File: src/rtl/rs_disorder_pkg.sv
// Shared widths and CDB snoop helpers for the out-of-order reservation station.
package rs_disorder_pkg;

  localparam int DP_NUM_WIDTH = 2;
  localparam int DATA_LEN     = 32;
  localparam int RRF_SEL      = 6;

  typedef struct packed {
    logic                vld;
    logic [RRF_SEL-1:0]  tag;
    logic [DATA_LEN-1:0] val;
  } cdb_t;

  function automatic logic cdb_hit(input cdb_t cdb, input logic [RRF_SEL-1:0] tag);
    return cdb.vld && (cdb.tag == tag);
  endfunction

endpackage

File: src/rtl/alloc_issue_disorder.sv
// Free-entry allocator (two lowest free slots) and fixed-priority issue picker (lowest ready).
module alloc_issue_disorder
  import rs_disorder_pkg::*;
#(
  parameter int ENT_NUM = 4,
  parameter int ENT_SEL = 2
) (
  input  logic [ENT_NUM-1:0]      i_busy_vec,
  input  logic [DP_NUM_WIDTH-1:0] i_req_num,
  output logic [ENT_SEL-1:0]      o_alloc_sel_1,
  output logic [ENT_SEL-1:0]      o_alloc_sel_2,
  output logic                    o_alloc_vld_1,
  output logic                    o_alloc_vld_2,
  output logic                    o_allocable,
  input  logic [ENT_NUM-1:0]      i_vld_vec,
  output logic [ENT_SEL-1:0]      o_issue_sel,
  output logic                    o_issue_vld
);

  int unsigned free_cnt;

  always_comb begin
    o_alloc_sel_1 = '0;
    o_alloc_sel_2 = '0;
    o_alloc_vld_1 = 1'b0;
    o_alloc_vld_2 = 1'b0;
    o_issue_sel   = '0;
    o_issue_vld   = 1'b0;
    free_cnt      = 0;
    for (int unsigned i = 0; i < ENT_NUM; i++) begin
      if (!i_busy_vec[i]) begin
        free_cnt = free_cnt + 1;
        if (!o_alloc_vld_1) begin
          o_alloc_sel_1 = ENT_SEL'(i);
          o_alloc_vld_1 = 1'b1;
        end else if (!o_alloc_vld_2) begin
          o_alloc_sel_2 = ENT_SEL'(i);
          o_alloc_vld_2 = 1'b1;
        end
      end
      if (i_vld_vec[i] && !o_issue_vld) begin
        o_issue_sel = ENT_SEL'(i);
        o_issue_vld = 1'b1;
      end
    end
    o_allocable = (free_cnt >= 32'(i_req_num));
  end

endmodule

File: src/rtl/rs_src_capture.sv
// One source operand of one RS entry: dispatch write with same-cycle CDB bypass, then wakeup.
module rs_src_capture
  import rs_disorder_pkg::*;
(
  input  logic                i_clk,
  input  logic                i_rst_n,
  input  logic                i_wr,
  input  logic [DATA_LEN-1:0] i_val,
  input  logic [RRF_SEL-1:0]  i_tag,
  input  logic                i_rdy,
  input  logic                i_busy,
  input  cdb_t                i_cdb_1,
  input  cdb_t                i_cdb_2,
  output logic [DATA_LEN-1:0] o_val,
  output logic                o_rdy
);

  logic [DATA_LEN-1:0] val_q, val_d;
  logic [RRF_SEL-1:0]  tag_q, tag_d;
  logic                rdy_q, rdy_d;

  always_comb begin
    val_d = val_q;
    tag_d = tag_q;
    rdy_d = rdy_q;
    if (i_wr) begin
      tag_d = i_tag;
      if (i_rdy) begin
        val_d = i_val;
        rdy_d = 1'b1;
      end else if (cdb_hit(i_cdb_1, i_tag)) begin
        val_d = i_cdb_1.val;
        rdy_d = 1'b1;
      end else if (cdb_hit(i_cdb_2, i_tag)) begin
        val_d = i_cdb_2.val;
        rdy_d = 1'b1;
      end else begin
        rdy_d = 1'b0;
      end
    end else if (i_busy && !rdy_q) begin
      if (cdb_hit(i_cdb_1, tag_q)) begin
        val_d = i_cdb_1.val;
        rdy_d = 1'b1;
      end else if (cdb_hit(i_cdb_2, tag_q)) begin
        val_d = i_cdb_2.val;
        rdy_d = 1'b1;
      end
    end
  end

  always_ff @(posedge i_clk or negedge i_rst_n) begin
    if (!i_rst_n) rdy_q <= 1'b0;
    else          rdy_q <= rdy_d;
  end

  always_ff @(posedge i_clk) begin
    val_q <= val_d;
    tag_q <= tag_d;
  end

  assign o_val = val_q;
  assign o_rdy = rdy_q;

endmodule

File: src/rtl/rs_disorder.sv
// Out-of-order reservation station: dual dispatch, dual-CDB wakeup, single issue per cycle.
module rs_disorder
  import rs_disorder_pkg::*;
#(
  parameter int ENT_NUM = 4,
  parameter int ENT_SEL = 2,
  parameter int OP_W    = 8
) (
  input  logic                    i_clk,
  input  logic                    i_rst_n,
  input  logic                    i_flush,
  input  logic [DP_NUM_WIDTH-1:0] i_dp_num,
  input  logic                    i_dp_vld_1,
  input  logic                    i_dp_vld_2,
  input  logic [OP_W-1:0]         i_dp_op_1,
  input  logic [OP_W-1:0]         i_dp_op_2,
  input  logic [DATA_LEN-1:0]     i_dp_s1_val_1,
  input  logic [DATA_LEN-1:0]     i_dp_s1_val_2,
  input  logic [DATA_LEN-1:0]     i_dp_s2_val_1,
  input  logic [DATA_LEN-1:0]     i_dp_s2_val_2,
  input  logic [RRF_SEL-1:0]      i_dp_s1_tag_1,
  input  logic [RRF_SEL-1:0]      i_dp_s1_tag_2,
  input  logic [RRF_SEL-1:0]      i_dp_s2_tag_1,
  input  logic [RRF_SEL-1:0]      i_dp_s2_tag_2,
  input  logic                    i_dp_s1_rdy_1,
  input  logic                    i_dp_s1_rdy_2,
  input  logic                    i_dp_s2_rdy_1,
  input  logic                    i_dp_s2_rdy_2,
  input  logic [RRF_SEL-1:0]      i_dp_dst_1,
  input  logic [RRF_SEL-1:0]      i_dp_dst_2,
  output logic                    o_stall,
  input  logic                    i_cdb_vld_1,
  input  logic                    i_cdb_vld_2,
  input  logic [RRF_SEL-1:0]      i_cdb_tag_1,
  input  logic [RRF_SEL-1:0]      i_cdb_tag_2,
  input  logic [DATA_LEN-1:0]     i_cdb_val_1,
  input  logic [DATA_LEN-1:0]     i_cdb_val_2,
  output logic                    o_issue_vld,
  input  logic                    i_issue_rdy,
  output logic [OP_W-1:0]         o_issue_op,
  output logic [DATA_LEN-1:0]     o_issue_s1,
  output logic [DATA_LEN-1:0]     o_issue_s2,
  output logic [RRF_SEL-1:0]      o_issue_dst
);

  logic [ENT_NUM-1:0]  busy_q, busy_d;
  logic [ENT_NUM-1:0]  ready_vec, wr1_vec, wr2_vec, wr_vec;
  logic [ENT_NUM-1:0]  s1_rdy, s2_rdy;
  logic [OP_W-1:0]     op_q  [ENT_NUM];
  logic [RRF_SEL-1:0]  dst_q [ENT_NUM];
  logic [DATA_LEN-1:0] s1_val [ENT_NUM];
  logic [DATA_LEN-1:0] s2_val [ENT_NUM];
  logic [ENT_SEL-1:0]  alloc_sel_1, alloc_sel_2, issue_sel;
  logic                alloc_vld_1, alloc_vld_2, allocable, issue_sel_vld;
  logic                we_1, we_2, fire;
  cdb_t                cdb_1, cdb_2;

  assign cdb_1 = '{vld: i_cdb_vld_1, tag: i_cdb_tag_1, val: i_cdb_val_1};
  assign cdb_2 = '{vld: i_cdb_vld_2, tag: i_cdb_tag_2, val: i_cdb_val_2};

  alloc_issue_disorder #(
    .ENT_NUM (ENT_NUM),
    .ENT_SEL (ENT_SEL)
  ) u_sel (
    .i_busy_vec    (busy_q),
    .i_req_num     (i_dp_num),
    .o_alloc_sel_1 (alloc_sel_1),
    .o_alloc_sel_2 (alloc_sel_2),
    .o_alloc_vld_1 (alloc_vld_1),
    .o_alloc_vld_2 (alloc_vld_2),
    .o_allocable   (allocable),
    .i_vld_vec     (ready_vec),
    .o_issue_sel   (issue_sel),
    .o_issue_vld   (issue_sel_vld)
  );

  assign o_stall   = ~allocable;
  assign we_1      = allocable & i_dp_vld_1 & alloc_vld_1;
  assign we_2      = allocable & i_dp_vld_2 & alloc_vld_2;
  assign ready_vec = busy_q & s1_rdy & s2_rdy;
  assign wr_vec    = wr1_vec | wr2_vec;
  assign fire      = issue_sel_vld & i_issue_rdy;

  always_comb begin
    wr1_vec = '0;
    wr2_vec = '0;
    for (int unsigned i = 0; i < ENT_NUM; i++) begin
      wr1_vec[i] = we_1 && (alloc_sel_1 == ENT_SEL'(i));
      wr2_vec[i] = we_2 && (alloc_sel_2 == ENT_SEL'(i));
    end
  end

  // Allocation only picks entries idle before the edge, so a write never hits the issued entry.
  always_comb begin
    busy_d = busy_q;
    if (fire) busy_d[issue_sel] = 1'b0;
    busy_d = busy_d | wr_vec;
    if (i_flush) busy_d = '0;
  end

  always_ff @(posedge i_clk or negedge i_rst_n) begin
    if (!i_rst_n) busy_q <= '0;
    else          busy_q <= busy_d;
  end

  always_ff @(posedge i_clk) begin
    for (int unsigned i = 0; i < ENT_NUM; i++) begin
      if (wr1_vec[i]) begin
        op_q[i]  <= i_dp_op_1;
        dst_q[i] <= i_dp_dst_1;
      end else if (wr2_vec[i]) begin
        op_q[i]  <= i_dp_op_2;
        dst_q[i] <= i_dp_dst_2;
      end
    end
  end

  for (genvar g = 0; g < ENT_NUM; g++) begin : g_ent
    rs_src_capture u_s1 (
      .i_clk   (i_clk),
      .i_rst_n (i_rst_n),
      .i_wr    (wr_vec[g]),
      .i_val   (wr2_vec[g] ? i_dp_s1_val_2 : i_dp_s1_val_1),
      .i_tag   (wr2_vec[g] ? i_dp_s1_tag_2 : i_dp_s1_tag_1),
      .i_rdy   (wr2_vec[g] ? i_dp_s1_rdy_2 : i_dp_s1_rdy_1),
      .i_busy  (busy_q[g]),
      .i_cdb_1 (cdb_1),
      .i_cdb_2 (cdb_2),
      .o_val   (s1_val[g]),
      .o_rdy   (s1_rdy[g])
    );
    rs_src_capture u_s2 (
      .i_clk   (i_clk),
      .i_rst_n (i_rst_n),
      .i_wr    (wr_vec[g]),
      .i_val   (wr2_vec[g] ? i_dp_s2_val_2 : i_dp_s2_val_1),
      .i_tag   (wr2_vec[g] ? i_dp_s2_tag_2 : i_dp_s2_tag_1),
      .i_rdy   (wr2_vec[g] ? i_dp_s2_rdy_2 : i_dp_s2_rdy_1),
      .i_busy  (busy_q[g]),
      .i_cdb_1 (cdb_1),
      .i_cdb_2 (cdb_2),
      .o_val   (s2_val[g]),
      .o_rdy   (s2_rdy[g])
    );
  end

  assign o_issue_vld = issue_sel_vld;
  assign o_issue_op  = op_q[issue_sel];
  assign o_issue_s1  = s1_val[issue_sel];
  assign o_issue_s2  = s2_val[issue_sel];
  assign o_issue_dst = dst_q[issue_sel];

endmodule

File: config.mk
export PLATFORM = sky130hd
export DESIGN_NAME = rs_disorder
export DESIGN_NICKNAME = d
export VERILOG_FILES = /design/src/rtl/rs_disorder_pkg.sv /design/src/rtl/alloc_issue_disorder.sv /design/src/rtl/rs_src_capture.sv /design/src/rtl/rs_disorder.sv
export SDC_FILE = /design/constraint.sdc
export NUM_CORES = 2
export LEC_CHECK = 0
export BUFFER_PORTS_ARGS = -buffer_cell sky130_fd_sc_hd__clkbuf_2
export CAP_MARGIN = 20
export CORE_MARGIN = 2
export CORE_UTILIZATION = 53
export DETAILED_ROUTE_END_ITERATION = 10
export GPL_TIMING_DRIVEN = 0
export PLACE_DENSITY = 0.77
export SYNTH_ARGS = -nofsm -noshare
export SYNTH_HDL_FRONTEND = slang
export SYNTH_HIERARCHICAL = 1
export SYNTH_SLANG_ARGS = --single-unit
File: constraint.sdc
create_clock -name i_clk -period 5.7 [get_ports i_clk]
set_input_delay 0.57 -clock i_clk [delete_from_list [all_inputs] [get_ports i_clk]]
set_output_delay 0.57 -clock i_clk [all_outputs]
set_load 0.005 [all_outputs]
* Word level (Yosys, flattened, before mapping)
Memory sizes are Yosys's and may differ from the RTL's.
Index checks and enable logic that the tools add are counted.
** Cells by class
- Equal/unequal tests :: 46
- Bitwise operators :: 21
- Order comparisons :: 4
- Reductions and logical operators :: 97
- Muxes and demuxes :: 208
- Add/sub/neg operators :: 3
** Operators with widths (number)
- $mux W32 :: 71
- $eq A6 B6 Y1 :: 32
- $bmux W32 S2 :: 2
- $mux W1 :: 102
- $mux W6 :: 12
- $add A32 B1 Y32 const B :: 2
- $logic_and A1 B1 Y1 :: 52
- $ge A32 B2 Y1 :: 1
- $mux W8 :: 4
- $ne A4 B1 Y1 const B :: 8
- $mux W2 :: 14
- $reduce_and A3 Y1 :: 8
- $reduce_bool A3 Y1 :: 8
- $reduce_and A2 Y1 :: 8
- $reduce_bool A2 Y1 :: 8
- $and A4 B4 Y4 :: 3
- $logic_not A1 Y1 :: 11
- $eq A2 B2 Y1 const B :: 4
- $mux W4 :: 2
- $or A1 B1 Y1 :: 8
- $or A4 B4 Y4 :: 2
- $and A1 B1 Y1 :: 5
- $eq A2 B1 Y1 const B :: 2
- $logic_not A2 Y1 :: 2
- 8 further kinds :: 8
** Storage, ports and cells
- Register bits after elaboration :: 316
- Memories kept :: 2
- Memory bits (writable) :: 56
- Input port bits :: 270
- Output and inout bits :: 80
** Memory list
- op_q :: depth 4, bits a word 8, rd ports 1, clocked after Yosys merged registers in 0, write ports 4, RTL line rs_disorder.sv:49 : logic [OP_W-1:0] op_q [ENT_NUM];
- dst_q :: depth 4, bits a word 6, rd ports 1, clocked after Yosys merged registers in 0, write ports 4, RTL line rs_disorder.sv:50 : logic [RRF_SEL-1:0] dst_q [ENT_NUM];

* Logic depth before layout (Yosys ltp)
- Depth in word-level cells :: 21
- Depth in mapped cells :: 21
- Depth with buffers taken out :: 18

* Modules after synthesis
The synthesis kept the hierarchy.
** By module, submodules not included
- rs_src_capture :: cells an instance 161, times used 8, area each 2134.5 um^2
- rs_disorder :: cells an instance 600, times used 1, area each 8176.6 um^2
- alloc_issue_disorder :: cells an instance 47, times used 1, area each 341.6 um^2

* Worst setup path before layout
No wires, ideal clock.
- Path type :: register to register
- Start point :: register busy_q[0]
- End point :: register g_ent[1].u_s1.val_q[0] (enable)
- Path buffers :: 3
- Data required time :: 5.279 ns
- Cell stages (with the launch flop) :: 20
- Path slack :: 0.020 ns
- Arrival time :: 5.259 ns
- Setup time :: 0.421 ns
- Cell sequence :: dfrtp_1 inv_1 ha_1 xnor2_2 ha_1 nor2_1 a21oi_1 ha_1 a21oi_1 nand2_1 and4b_1 buf_2 nand2_1 buf_2 nand2_1 buf_12 nor2b_2 o21ai_2 o22ai_1 nor2_1
** On the way
- Elaborated cells on any way between the ends :: 50
- Those cells by class :: 3 x add/sub; 1 x order compare; 5 x eq/ne; 29 x mux; 5 x bitwise; 7 x reduce/logical
** RTL lines
- from (decl) :: RTL line rs_disorder.sv:46 : logic [ENT_NUM-1:0] busy_q, busy_d;
- from (signal assigned) :: RTL line rs_disorder.sv:103 : else busy_q <= busy_d;
- $mux W1 * :: RTL line alloc_issue_disorder.sv:31 : if (!i_busy_vec[i]) begin
- $add A1 B1 Y2 :: RTL line alloc_issue_disorder.sv:32 : free_cnt = free_cnt + 1;
- $mux W32 * :: RTL line alloc_issue_disorder.sv:31
- $add A32 B1 Y32 :: RTL line alloc_issue_disorder.sv:32
- $mux W32 * :: RTL line alloc_issue_disorder.sv:31
- $add A32 B1 Y32 :: RTL line alloc_issue_disorder.sv:32
- $mux W32 * :: RTL line alloc_issue_disorder.sv:31
- $ge A32 B2 Y1 * :: RTL line alloc_issue_disorder.sv:46 : o_allocable = (free_cnt >= 32'(i_req_num));
- net allocable :: RTL line rs_disorder.sv:54 : logic alloc_vld_1, alloc_vld_2, allocable, issue_sel_vld;
- $and A1 B1 Y1, on equally long branches (2 in series) :: RTL line rs_disorder.sv:78, rs_disorder.sv:79
- $logic_and A1 B1 Y1, on equally long branches :: RTL line rs_disorder.sv:88, rs_disorder.sv:89
- $or A4 B4 Y4 * :: RTL line rs_disorder.sv:81 : assign wr_vec = wr1_vec | wr2_vec;
- net wr_vec[1] :: RTL line rs_disorder.sv:47 : logic [ENT_NUM-1:0] ready_vec, wr1_vec, wr2_vec, wr_vec;
- $ne A4 B1 Y1 (no line), or another cell as far along
- $reduce_and A3 Y1 (no line) *
- to (signal assigned) :: RTL line rs_src_capture.sv:57 : val_q <= val_d;
- to (decl) :: RTL line rs_src_capture.sv:18 : logic [DATA_LEN-1:0] val_q, val_d;
Mark *: on every way through the listed nets, which the timed path passes. The rest lies on a longest branch.
A chain may end at the register's enable or synchronous reset.

* Worst setup path after layout
- Start point :: register busy_q[0]
- End point :: register g_ent[1].u_s1.val_q[8] (enable)
** On the way
- Longest elaborated chain between the ends :: 16
- Elaborated cells on any way between the ends :: 50
- Those cells by class :: 3 x add/sub; 1 x order compare; 5 x eq/ne; 29 x mux; 5 x bitwise; 7 x reduce/logical
** Ends and longest elaborated chain
- $mux W1 * :: RTL line alloc_issue_disorder.sv:31
- $add A1 B1 Y2 :: RTL line alloc_issue_disorder.sv:32
- $mux W32 * :: RTL line alloc_issue_disorder.sv:31
- $add A32 B1 Y32 :: RTL line alloc_issue_disorder.sv:32
- $mux W32 * :: RTL line alloc_issue_disorder.sv:31
- $add A32 B1 Y32 :: RTL line alloc_issue_disorder.sv:32
- $mux W32 * :: RTL line alloc_issue_disorder.sv:31
- $ge A32 B2 Y1 * :: RTL line alloc_issue_disorder.sv:46
- net allocable :: RTL line rs_disorder.sv:54
- $and A1 B1 Y1 (2 in series) :: RTL line rs_disorder.sv:79 : assign we_2 = allocable & i_dp_vld_2 & alloc_vld_2;
- $logic_and A1 B1 Y1 :: RTL line rs_disorder.sv:89 : wr2_vec[i] = we_2 && (alloc_sel_2 == ENT_SEL'(i));
- $mux W6 :: RTL line rs_disorder.sv:124 : .i_tag (wr2_vec[g] ? i_dp_s1_tag_2 : i_dp_s1_tag_1),
- $eq A6 B6 Y1 :: RTL line rs_disorder_pkg.sv:15 : return cdb.vld && (cdb.tag == tag);
- $logic_and A1 B1 Y1 :: RTL line rs_disorder_pkg.sv:15
- $ne A4 B1 Y1 (no line)
- $reduce_and A3 Y1 (no line) *
Marked as above.

==> results by group <==
Floorplanning
  • I/O pin count: 350
  • Die Span Y: 224 microns
  • Site Rows: 80
  • Effective utilization at floorplan: 0.536
  • DIE AREA: 0.0501 sq mm
  • Horiz. Die Dim: 224 microns
  • Standard cell core area: 0.0477 sq mm

STA
  • Skew final: 0.0182 ns
  • Worst Max-Slew Pin Slew: 1.06 ns
  • Max-slew violation total from the final report: 0
  • Min Tclk post-route: 5.51 ns
  • Hold Worst Slack: 0.197 ns
  • Final hold vios: 0
  • Setup Viol. Count Final: 0
  • Ratio of final minimum period to clock period: 0.967
  • Normalized max-slew margin: 0.295
  • Fmax: 181 MHz

Setup path
  • Endpoint arrival time on the critical path: 5.80 ns
  • Largest fanout of any net on the critical path: 20
  • Type of origin of the critical path: register
  • Data required time at the worst endpoint: 5.99 ns
  • Critical setup path kind: reg2reg
  • Critical path endpoint category: register

Power
  • Cell leakage power: 0.0118 uW
  • Power Dens Cells: 605 mW/mm^2
  • Net switching power figure: 7420 uW
  • Clock network fraction of total power: 0.156
  • Net switching fraction of the power: 0.407
  • Cell Int Power: 10800 uW
  • Share of power burned in registers: 0.271
  • Peak ir drop on the vdd network: 0.000402 V
  • Combinational group share of total power: 0.573

Yosys
  • Synth Instances: 1935
  • Post-synthesis sequential area ratio: 0.434
  • Number of synthesized register bits: 372
  • Post-synth ARST share: 0.0323
  • Warnings from Yosys: 6
  • Commonest cells post-synth: sky130_fd_sc_hd__mux2_2 (368), sky130_fd_sc_hd__edfxtp_1 (360), sky130_fd_sc_hd__and3_1 (260)
  • Cell with the most instances after synthesis: sky130_fd_sc_hd__mux2_2
  • Count of flip-flops with a built-in enable after synthesis: 360
  • Most used flip-flop cell after synthesis: sky130_fd_sc_hd__edfxtp_1
  • Mapped cell area: 0.0256 sq mm
  • Synth cell types: 45
  • Cell taking the most area after synthesis: sky130_fd_sc_hd__edfxtp_1
  • Net count after synthesis: 2213
  • Average footprint of a synthesized cell: 13.2 sq um
  • Fraction of synthesized cell area taken by the top area cell type: 0.422
  • Top area cells in the synthesized netlist: sky130_fd_sc_hd__edfxtp_1 (42%), sky130_fd_sc_hd__mux2_2 (16%), sky130_fd_sc_hd__a221o_1 (10%)

Global routing
  • Overflow after GRT: 0
  • Largest net degree at the start of global routing: 24
  • Global-route wire length before repair: 138 mm
  • GRT Total Usage: 0.374
  • Antenna violations before repair: 25
  • Via count of the first global-routing pass: 21600

Clock network
  • Worst-case clock buffer depth: 3
  • Master cell of the clock root buffer: sky130_fd_sc_hd__clkbuf_16
  • H-tree lvl count: 2
  • CTS Sinks: 372
  • Clock transition at the registers of the reported paths: 0.06 ns
  • Clock insertion delay at the later pin of the skew report: 0.59 ns
  • TritonCTS clock tree: yes
  • Clock buffers created by TritonCTS: 42

Status
  • Run status: finished clean

Drt
  • Number of detailed-routing iterations run before antenna repair: 8
  • Post-detailed-routing wire length: 95.2 mm
  • Wire length per cell after detailed routing: 31.5 microns
  • Vias after detailed routing: 21400
  • Antenna-violating nets left: 0
  • Detailed Route Iter0 Violations: 3016
  • Number of remaining DRC errors: 0
  • Ratio of routed vias to standard cells: 7.10

Cells and area
  • Share of layout cells above drive strength 1: 0.434
  • Synthesis-to-finish area growth: 17.6%
  • Final design instance area without fill: 0.0301 sq mm
  • Net count of the finished layout: 2632

Run
  • Number of violations of the max-capacitance limit: 0

Min path
  • Worst hold path type: in2reg

Placed design
  • Cell area after placement: 0.0285 sq mm
  • Detailed-placement wirelength estimate: 66.5 mm
  • IO Port Bufs: 349
  • RePlAce Congestion: 0.974
==> state kept, by name, indices dropped and copies added, names as in the netlist <==
signal            flops
g_ent.u_s1/tag_q     24
busy_q                4
g_ent.u_s2/o_rdy      4
g_ent.u_s2/o_val    128
g_ent.u_s1/o_rdy      4
g_ent.u_s2/tag_q     24
dst_q                24
g_ent.u_s1/o_val    128
op_q                 32
==> path summary, 6_finish.rpt <==
kind | startpoint | end | slack (ns) | depth (start not counted)
min in group asynchronous | i_rst_n | g_ent[1].u_s1/o_rdy | 0.46 | 2
hold / removal | i_flush | busy_q[1] | 0.20 | 2
max in group asynchronous | i_rst_n | busy_q[1] | 4.93 | 2
setup / recovery | busy_q[0] | g_ent[1].u_s1/o_val[8] | 0.19 | 20
hold reg to reg | g_ent[1].u_s1/o_rdy | g_ent[1].u_s1/o_rdy | 0.57 | 2
setup reg to reg | busy_q[0] | g_ent[1].u_s1/o_val[8] | 0.19 | 20
==> layout make-up <==
| cell class | instances | area (sq um) |
|---|---|---|
| repair buffers | 375 | 2190 |
| plain buffers | 162 | 1190 |
| well taps | 615 | 769 |
| diodes | 17 | 42.5 |
| inverters | 18 | 67.6 |
| clock inverters | 22 | 249 |
| multi-input cells | 1383 | 13300 |
| fillers | 3605 | 17600 |
| flip-flops and latches | 372 | 11100 |
| clock buffers | 54 | 1160 |
==> stage by stage <==
| stage | util | setup TNS, ns | instances | total power, uW | worst slack [ns] |
|---|---|---|---|---|---|
| 6_report | 0.631 | 0 | 3018 | 18200 | 0.190 |
| 5_1_grt | 0.630 | -0.00768 | 3010 | 18700 | -0.00305 |
| 4_1_cts | 0.628 | 0 | 2992 | 17800 | 0.0172 |
| 3_5_place_dp | 0.596 | -33.28 | 2911 | 14900 | -0.331 |
| 3_3_place_gp | 0.589 | -933.11 | 2899 | 14400 | -3.22 |
| 2_1_floorplan | - | 0 | 1935 | 11300 | 0.0201 |
==> placed cells by master (no fill, tap or decap), types with 15 or more instances in the layout <==
| cell type | n |
|---|---|
| sky130_fd_sc_hd__mux2_2 | 368 |
| sky130_fd_sc_hd__edfxtp_1 | 360 |
| sky130_fd_sc_hd__clkbuf_2 | 349 |
| sky130_fd_sc_hd__and3_1 | 260 |
| sky130_fd_sc_hd__a221o_1 | 256 |
| sky130_fd_sc_hd__xnor2_1 | 145 |
| sky130_fd_sc_hd__mux4_2 | 78 |
| sky130_fd_sc_hd__clkbuf_1 | 67 |
| sky130_fd_sc_hd__buf_6 | 49 |
| sky130_fd_sc_hd__xor2_1 | 49 |
| sky130_fd_sc_hd__clkbuf_16 | 45 |
| sky130_fd_sc_hd__buf_2 | 37 |
| sky130_fd_sc_hd__nand4_1 | 33 |
| sky130_fd_sc_hd__nor2_1 | 22 |
| sky130_fd_sc_hd__buf_12 | 21 |
| sky130_fd_sc_hd__inv_1 | 18 |
| sky130_fd_sc_hd__nand3_1 | 18 |
| sky130_fd_sc_hd__diode_2 | 17 |
| sky130_fd_sc_hd__buf_4 | 16 |
| sky130_fd_sc_hd__nor4_1 | 16 |
| sky130_fd_sc_hd__o22ai_1 | 16 |
| sky130_fd_sc_hd__nand2_2 | 15 |
==> cells by family (layout without fill, tap and decap cells) <==
kind of cell / after synthesis / after routing / synth area share
AOI/OAI and AO/OA: 324 / 324 / 0.119
xor gates and xnor gates: 195 / 195 / 0.0670
adders and majority gates: 8 / 8 / 0.00391
buffers and inverters: 180 / 631 / 0.0485
DFF: 372 / 372 / 0.434
muxes: 449 / 449 / 0.232
other: 0 / 17 / 0
and+or+nand+nor: 407 / 407 / 0.0955
==> metal layers <==
layer,global-route usage,wire [microns],up-vias
li1,-,-,8812
met1,0.460,33300,10400
met2,0.582,43400,1789
met3,0.123,12800,428
met4,0.212,5560,20
met5,0,133,-
==> power groups by stage <==
| stage | clock, uW | sequential [uW] | combinational, uW |
|---|---|---|---|
| 2_1_floorplan | 0 | 4910 | 6370 |
| 3_3_place_gp | 0 | 5020 | 9410 |
| 3_5_place_dp | 0 | 4980 | 9930 |
| 4_1_cts | 2830 | 4930 | 10100 |
| 5_1_grt | 2930 | 5000 | 10800 |
| 6_report | 2850 | 4940 | 10400 |
==> worst max-delay path, cell delays in order (launching register included) <==
cell                      delay, ns
sky130_fd_sc_hd__dfrtp_1       0.64
sky130_fd_sc_hd__inv_1         0.13
sky130_fd_sc_hd__ha_1          0.37
sky130_fd_sc_hd__xnor2_2       0.19
sky130_fd_sc_hd__ha_1          0.26
sky130_fd_sc_hd__nor2_1        0.10
sky130_fd_sc_hd__a21oi_1       0.05
sky130_fd_sc_hd__ha_1          0.27
sky130_fd_sc_hd__a21oi_1       0.12
sky130_fd_sc_hd__nand2_1       0.12
sky130_fd_sc_hd__and4b_1       0.21
sky130_fd_sc_hd__buf_2         0.15
sky130_fd_sc_hd__nand2_2       0.31
sky130_fd_sc_hd__buf_2         0.43
sky130_fd_sc_hd__mux2_2        0.44
sky130_fd_sc_hd__xnor2_1       0.20
sky130_fd_sc_hd__nand4_1       0.12
sky130_fd_sc_hd__nor4_1        0.37
sky130_fd_sc_hd__o22ai_1       0.25
sky130_fd_sc_hd__nor2_4        0.21
sky130_fd_sc_hd__buf_12        0.21
==> what timing repair did <==
action	4_1_cts	5_1_grt
buffers inserted	4	9
endpoints found under the setup margin	202	177
pin swaps	4	4
hold buffers	1	0
hold endpoints to repair	12	0
gates resized for setup	8	4
Note: power is estimated with default switching activity, not from simulation.
